===== src/rtl/vector_pkg.sv =====
// Shared types and constants for the test-vector assembler: 96-bit vector type,
// assembler FSM states, dword count and error bit positions.
package vector_pkg;

  localparam int DWORDS_PER_VECTOR = 3;
  localparam int DWORD_W           = 32;
  localparam int VEC_W             = DWORDS_PER_VECTOR * DWORD_W;

  localparam int ERR_UNSOLICITED = 0;
  localparam int ERR_BUSY_REQ    = 1;
  localparam int ERR_TIMEOUT     = 2;

  typedef logic [VEC_W-1:0] vec_t;

  typedef enum logic [1:0] {
    IDLE    = 2'd0,
    WAIT_W0 = 2'd1,
    WAIT_W1 = 2'd2,
    WAIT_W2 = 2'd3
  } asm_state_t;

  // Dword 0 sits in the least significant lane of the vector.
  function automatic vec_t pack_vector(input logic [DWORD_W-1:0] w2,
                                       input logic [DWORD_W-1:0] w1,
                                       input logic [DWORD_W-1:0] w0);
    return {w2, w1, w0};
  endfunction

endpackage


===== src/rtl/vector_fifo2.sv =====
// Two-entry FIFO of assembled vectors with occupancy count; entry0 is always the head
// and keeps its last value when the FIFO drains.
module vector_fifo2
  import vector_pkg::*;
(
  input  logic       clk,
  input  logic       reset_n,
  input  logic       push,
  input  vec_t       push_data,
  input  logic       pop,
  output vec_t       head,
  output logic [1:0] count
);

  vec_t entry0;
  vec_t entry1;
  logic do_push;
  logic do_pop;

  assign do_push = push && (count != 2'd2);
  assign do_pop  = pop && (count != 2'd0);
  assign head    = entry0;

  // Shift-style storage: popping moves entry1 forward, so ordering is implicit.
  always_ff @(posedge clk or negedge reset_n) begin
    if (!reset_n) begin
      entry0 <= '0;
      entry1 <= '0;
      count  <= 2'd0;
    end else begin
      case ({do_push, do_pop})
        2'b10: begin
          if (count == 2'd0) entry0 <= push_data;
          else               entry1 <= push_data;
          count <= count + 2'd1;
        end
        2'b01: begin
          if (count == 2'd2) entry0 <= entry1;
          count <= count - 2'd1;
        end
        2'b11: begin
          if (count == 2'd1) begin
            entry0 <= push_data;
          end else begin
            entry0 <= entry1;
            entry1 <= push_data;
          end
        end
        default: ;
      endcase
    end
  end

endmodule


===== src/rtl/vector_assembler.sv =====
// Collects three read-return dwords per get_vector request into a vector and buffers
// up to two vectors. Optional dword-wait timeout enabled by VECTOR_ASM_TIMEOUT_EN.
module vector_assembler
  import vector_pkg::*;
#(
  parameter int TIMEOUT_CYCLES = 256
) (
  input  logic        clk,
  input  logic        reset_n,
  input  logic        get_vector,
  input  logic [31:0] master_data_in,
  input  logic        master_data_in_val,
  output logic [95:0] vec_data,
  output logic        vec_valid,
  input  logic        vec_ready,
  output logic        asm_busy,
  output logic [1:0]  vec_count,
  output logic [2:0]  err,
  input  logic        err_clr
);

  asm_state_t  state;
  logic [31:0] word0;
  logic [31:0] word1;
  logic [2:0]  err_q;
  logic [2:0]  err_set;
  logic        timeout_hit;
  logic        push;
  logic        pop;
  vec_t        push_data;
  vec_t        head;

  assign asm_busy  = (state != IDLE) || (vec_count == 2'd2);
  assign vec_valid = (vec_count != 2'd0);
  assign vec_data  = head;
  assign err       = err_q;
  assign pop       = vec_valid && vec_ready;
  assign push      = (state == WAIT_W2) && master_data_in_val;
  assign push_data = pack_vector(master_data_in, word1, word0);

`ifdef VECTOR_ASM_TIMEOUT_EN
  localparam int TO_W = (TIMEOUT_CYCLES >= 2) ? $clog2(TIMEOUT_CYCLES) : 1;

  logic [TO_W-1:0] to_cnt;

  assign timeout_hit = (state != IDLE) && !master_data_in_val &&
                       (to_cnt == TO_W'(TIMEOUT_CYCLES - 1));

  // Counts idle cycles between dwords; restarts whenever a dword lands or we leave the wait.
  always_ff @(posedge clk or negedge reset_n) begin
    if (!reset_n) begin
      to_cnt <= '0;
    end else if ((state == IDLE) || master_data_in_val || timeout_hit) begin
      to_cnt <= '0;
    end else begin
      to_cnt <= to_cnt + 1'b1;
    end
  end
`else
  assign timeout_hit = 1'b0;
`endif

  always_comb begin
    err_set                  = '0;
    err_set[ERR_UNSOLICITED] = (state == IDLE) && master_data_in_val;
    err_set[ERR_BUSY_REQ]    = get_vector && asm_busy;
    err_set[ERR_TIMEOUT]     = timeout_hit;
  end

  // Collection FSM; err_clr wins over any error raised in the same cycle.
  always_ff @(posedge clk or negedge reset_n) begin
    if (!reset_n) begin
      state <= IDLE;
      word0 <= '0;
      word1 <= '0;
      err_q <= '0;
    end else begin
      err_q <= err_clr ? 3'b000 : (err_q | err_set);
      case (state)
        IDLE: begin
          if (get_vector && !asm_busy) state <= WAIT_W0;
        end
        WAIT_W0: begin
          if (master_data_in_val) begin
            word0 <= master_data_in;
            state <= WAIT_W1;
          end else if (timeout_hit) begin
            state <= IDLE;
          end
        end
        WAIT_W1: begin
          if (master_data_in_val) begin
            word1 <= master_data_in;
            state <= WAIT_W2;
          end else if (timeout_hit) begin
            state <= IDLE;
          end
        end
        WAIT_W2: begin
          if (master_data_in_val || timeout_hit) state <= IDLE;
        end
        default: state <= IDLE;
      endcase
    end
  end

  vector_fifo2 u_fifo (
    .clk       (clk),
    .reset_n   (reset_n),
    .push      (push),
    .push_data (push_data),
    .pop       (pop),
    .head      (head),
    .count     (vec_count)
  );

endmodule

===== config.mk =====
export PLATFORM = sky130hd
export DESIGN_NAME = vector_assembler
export DESIGN_NICKNAME = d
export VERILOG_FILES = /design/src/rtl/vector_pkg.sv /design/src/rtl/vector_fifo2.sv /design/src/rtl/vector_assembler.sv
export SDC_FILE = /design/constraint.sdc
export NUM_CORES = 1
export LEC_CHECK = 0
export CORE_MARGIN = 5
export CORE_UTILIZATION = 47
export DETAILED_ROUTE_END_ITERATION = 10
export GPL_TIMING_DRIVEN = 1
export PLACE_DENSITY = 0.69
export SLEW_MARGIN = 20
export SYNTH_ARGS = -nofsm -noshare
export SYNTH_HDL_FRONTEND = slang
export SYNTH_SLANG_ARGS = --single-unit

===== constraint.sdc =====
create_clock -name clk -period 2.5 [get_ports clk]
set_input_delay 0.25 -clock clk [delete_from_list [all_inputs] [get_ports clk]]
set_output_delay 0.25 -clock clk [all_outputs]
set_load 0.005 [all_outputs]

Word level (Yosys, flattened, before mapping)
Cells that the tools add are included.
{"block": "totals", "reg_bits": 263, "in_bits": 38, "output_inout_bits": 103}
{"block": "classes", "add_sub_neg": 2, "eq_ne": 17, "muxes": 14, "bitwise": 1, "reduce_logical": 21}
{"operator": "$mux 96", "n": 5}
{"operator": "$pmux 96 s3", "n": 1}
{"operator": "$pmux 96 s2", "n": 1}
{"operator": "$ne 2x2->1 const B", "n": 7}
{"operator": "$eq 2x2->1 const B", "n": 5}
{"operator": "$mux 2", "n": 4}
{"operator": "$pmux 2 s4", "n": 1}
{"operator": "$reduce_bool 2->1", "n": 4}
{"operator": "$logic_and 1x1->1", "n": 7}
{"operator": "$eq 2x1->1 const B", "n": 3}
{"operator": "$reduce_and 3->1", "n": 2}
{"operator": "$logic_not 2->1", "n": 2}
{"operator": "$ne 2x1->1 const B", "n": 2}
{"operator": "$pmux 2 s2", "n": 1}
{"operator": "$reduce_and 2->1", "n": 2}
{"operator": "$reduce_and 4->1", "n": 1}
{"operator": "$mux 3", "n": 1}
{"operator": "$or 3x2->3", "n": 1}
{"operator": "$reduce_bool 3->1", "n": 1}
{"operator": "$add 2x1->2 const B", "n": 1}
{"operator": "$sub 2x1->2 const B", "n": 1}
{"operator": "$logic_not 1->1", "n": 1}
{"operator": "$logic_or 1x1->1", "n": 1}

Logic depth before layout (Yosys ltp)
{"block": "depth", "ltp_word": 6, "mapped_depth": 16}

Cells and area by module
From an unflattened synthesis, not the netlist that was laid out.
{"block": "unflattened", "cells_unflattened": 971, "hier_area_um2": 11801.3}
{"module": "vector_fifo2", "n_inst": 1, "cells_each": 808, "area_each_um2": 9172.5}
{"module": "vector_assembler", "n_inst": 1, "cells_each": 163, "area_each_um2": 2628.8}

Worst setup path before layout
Ideal clock, no wire load.
{"block": "synth_timing", "path_kind": "register to register", "from": "reg u_fifo.count[0]", "to": "reg u_fifo.entry1[64]", "t_arrival_ns": 2.622, "setup_slack_ns": -0.247, "path_stages_with_launch": 14, "n_path_buf": 6, "period_less_slack_ns": 2.747, "path_cell_list": "dfrtp_1 > inv_1 > ha_1 > nand2b_1 > buf_2 > buf_2 > clkbuf_1 > ha_1 > a22oi_1 > o21a_1 > buf_2 > buf_2 > buf_4 > mux2_2"}
{"block": "synth_via", "elab_chain_len": 6, "elab_cells_between_ends": 14}
{"element": "start, declared", "line_no": "vector_fifo2.sv:12", "rtl": "output logic [1:0] count"}
{"element": "start signal, assigned", "line_no": "vector_fifo2.sv:35", "rtl": "count <= count + 2'd1;"}
{"element": "start signal, assigned", "line_no": "vector_fifo2.sv:39", "rtl": "count <= count - 2'd1;"}
{"element": "$reduce_bool 2->1", "line_no": "vector_fifo2.sv:21, vector_assembler.sv:34"}
{"element": "$logic_and 1x1->1", "line_no": "vector_assembler.sv:37", "rtl": "assign pop = vec_valid && vec_ready;"}
{"element": "$logic_and 1x1->1", "line_no": "vector_fifo2.sv:21", "rtl": "assign do_pop = pop && (count != 2'd0);"}
{"element": "$eq 2x2->1", "line_no": "vector_fifo2.sv:31", "rtl": "case ({do_push, do_pop})"}
{"element": "$ne 2x2->1 (no line) or $reduce_bool 2->1 (tied branches)"}
{"element": "$reduce_and 3->1 (no line)"}
{"element": "end signal, assigned", "line_no": "vector_fifo2.sv:34", "rtl": "else entry1 <= push_data;"}
{"element": "end signal, assigned", "line_no": "vector_fifo2.sv:46", "rtl": "entry1 <= push_data;"}
{"element": "end, declared", "line_no": "vector_fifo2.sv:16", "rtl": "vec_t entry1;"}
Parallel ways exist; a longest one is shown, timed or not.
A chain may end at the register's enable or synchronous reset.

Worst setup path after layout
{"block": "layout_timing", "from": "reg u_fifo.count[1]", "to": "reg u_fifo.entry1[81]"}
The elaborated chain is that of the path after synthesis.

==> out/summary.txt <==
Status: finished clean
Post-synth ARST share: 1.00
Path length in cells of the critical path: 9
Area share of the largest cell type after synthesis: 0.550
Power density cells: 1410 nW/um^2
Yosys warns: 0
Number of remaining DRC errors: 0
Largest stage delay on the critical path: 410 ps
Timing-limited maximum frequency: 427 MHz
Commonest non-fill, non-tap cell in the layout: sky130_fd_sc_hd__dfrtp_1
Net count after synthesis: 1026
Sequential cell area fraction in the yosys report: 0.550
Max-slew headroom at the worst pin: 0.320
Prevailing post-synth register cell: sky130_fd_sc_hd__dfrtp_1
HPWL after DPL: 20.4 mm
WP data arrival: 2760 ps
Inserted Clock Buffers: 28
Routed WL: 34.4 mm
Final cell count without fillers: 1412
Number of synthesized flops with an enable pin: 0
Layout cell share with drive strength beyond 1: 0.241
Maximum buffer depth of the clock tree: 3
Buffers inserted by post-CTS timing repair: 0
H-tree levels: 1
Cell Count Post-Placement: 1361
Die Outline Area: 28600 um^2
Critical path launch point: u_fifo.count[1]
IR drop worst, VDD: 0.697 mV
Critical Path Fanout Max: 25
Initial Util: 0.475
Actual slew at the worst max-slew pin: 1020 ps
Cell family with most CP delay: compound AO/OA/AOI/OAI gates
Cell at the root of the clock tree: sky130_fd_sc_hd__clkbuf_16
Unrepaired setup endpoints after global routing: false
Setup violators final: 0
Highest-delay cell along the critical path: sky130_fd_sc_hd__dfrtp_1
First-pass DRT Iterations: 6
Required time at the worst-slack endpoint: 2920 ps
Layout net count: 1111
Area of the mapped netlist: 11900 um^2
Synthesized instance count: 977
Max-Cap Viols: 0
Classification of the worst-slack hold path: input port to asynchronous set/reset pin
Number of clock sinks seen by CTS: 262
Clock network latency to the later pin of the worst-skew pair: 540 ps
Avg Inst Size Synth: 12.2 um^2
Initial detailed-routing violation count: 1067
Buffers plus inverters on the worst setup path: 3
Number of buffers added on ports: 139
Antenna diode count: 0
Fin crit period: 2340 ps
Total grt overflow: 0
Placement Rows: 58
Most used cell, CP: sky130_fd_sc_hd__ha_2
Number of hold-slack violations in the final timing report: 0
Type of the worst setup path: register to register
Number of distinct library cells after synthesis: 29
Post-cts repair resize count: 0
Clock tree from TritonCTS: yes
Total number of vias: 9258
Worst setup SP type: register
Reg-to-reg slack, setup: 160 ps
IO Pins: 141
Most frequent cells in the layout: 262 x sky130_fd_sc_hd__dfrtp_1, 161 x sky130_fd_sc_hd__mux2_2, 138 x sky130_fd_sc_hd__clkdlybuf4s50_1
Sum of negative setup slack: 0 ps
Average wire per cell in the routed design: 24.3 um
Die Width: 169 um
Leakage power figure: 5.69 nW
Fin Clk Skew: 6.83 ps
Top cell type by total area after synthesis: sky130_fd_sc_hd__dfrtp_1
Number of antenna-violating nets in the routed design: 0
Clock-pin slew of the registers on the worst-case setup and hold paths: 60 ps
Pin count of the biggest net entering global routing: 92
Vias in the first global route: 9408
Number of synthesized register bits: 262
Critical Path Sink Type: register
Number of antenna violations at the first check in global routing: 0
Area Growth Syn to Fin: 23.8%
Critical path, cell by cell: inv_1, ha_2, nand2b_4, inv_6, ha_2, a22oi_1, o21a_4, buf_12, mux2_2
Number of max-slew violations in the final report: 0
Global-route wire length before repair: 55.2 mm
Biggest area contributors in the synthesized netlist: sky130_fd_sc_hd__dfrtp_1 55%, sky130_fd_sc_hd__mux2_2 15%, sky130_fd_sc_hd__a221oi_1 7.1%
Worst reg2reg startpoint: u_fifo.count[1]
DR vias/cell: 6.56
Total GRT Usage: 0.237
Placeable core region: 25100 um^2
Die H: 169 um
Number of cell instances on the worst register-to-register path: 9
Tcrit/Tclk final: 0.936
Routability cong.: 0.773
Capture point of the worst reg-to-reg path: u_fifo.entry1[81]
## synthesized netlist by cell type, drive strengths merged (2+ instances only)
cell type,n
dfrtp,262
mux2,161
o21ai,97
a221oi,96
a31oi,96
o211ai,96
clkbuf,76
buf,50
ha,11
inv,7
nand2b,4
nand2,3
nor2,3
a21oi,2
nor2b,2
xnor2,2
## worst max path at each step
| stage | to | slack (ps) |
|---|---|---|
| finish | u_fifo.entry1[81] | 160 |
| detailed placement | u_fifo.head[26] | 150 |
| CTS | u_fifo.head[26] | 140 |
| floorplan | u_fifo.entry1[64] | 7 |
| global route | u_fifo.head[48] | 30 |
| global placement | u_fifo.head[26] | 190 |
## cells by family (layout without fill, tap and decap cells)
family / count (synthesis) / after routing / share of synthesized area
XOR/XNOR: 2 / 2 / 0.00147
other: 1 / 1 / 0.000315
adder cells (fa/ha/maj): 11 / 11 / 0.0115
AO/OA/AOI/OAI: 392 / 392 / 0.227
multiplexers: 161 / 161 / 0.152
buffers and inverters: 133 / 238 / 0.0513
flip-flops: 262 / 262 / 0.550
AND/OR/NAND/NOR: 15 / 15 / 0.00672
## metal layers
layer / vias up / wire (um) / GRT usage / share of wire
met2: 409 / 16700 / 0.381 / 0.48
met4: 0 / 1290 / 0.0819 / 0.038
met3: 75 / 2270 / 0.0349 / 0.066
met5: - / 0 / 0 / 0
met1: 4782 / 14200 / 0.331 / 0.41
li1: 3992 / - / - / -
## cell type report
cell class | count | area (um^2)
fill | 2046 | 10300
sequential | 262 | 6560
multi-input combinational | 582 | 4820
timing repair buffer | 181 | 1990
clock buffer | 41 | 851
tap | 330 | 413
clock inverter | 9 | 97.6
inverter | 7 | 31.3
## flip-flops by register name (all words and copies together) (netlist names)
register / count
err: 2
word1: 32
word0: 32
state: 2
u_fifo.count: 2
u_fifo.entry1: 96
u_fifo.head: 96
## timing repair
action / CTS / global route
hold endpoints to repair: 69 / 0
hold buffers: 1 / 0
setup endpoints to repair: 0 / 0
## power by group
| group | internal [mW] | switching [mW] |
|---|---|---|
| clock network | 2.55 | 1.68 |
| registers | 6.47 | 1.48 |
| logic | 4.62 | 4.04 |
## through the flow
step           power, mW  setup slack (ps)   util  hold WS, ps  area (um^2)
2_1_floorplan       12.7              7.28      -        -45.6        12000
3_3_place_gp        16.4               192  0.550          259        13800
3_5_place_dp        16.6               149  0.550          256        13800
4_1_cts             20.9               140  0.588          272        14800
5_1_grt             22.1              34.4  0.588          292        14800
6_report            20.8               159  0.588          261        14800
Power figures use the tool's default switching activity.
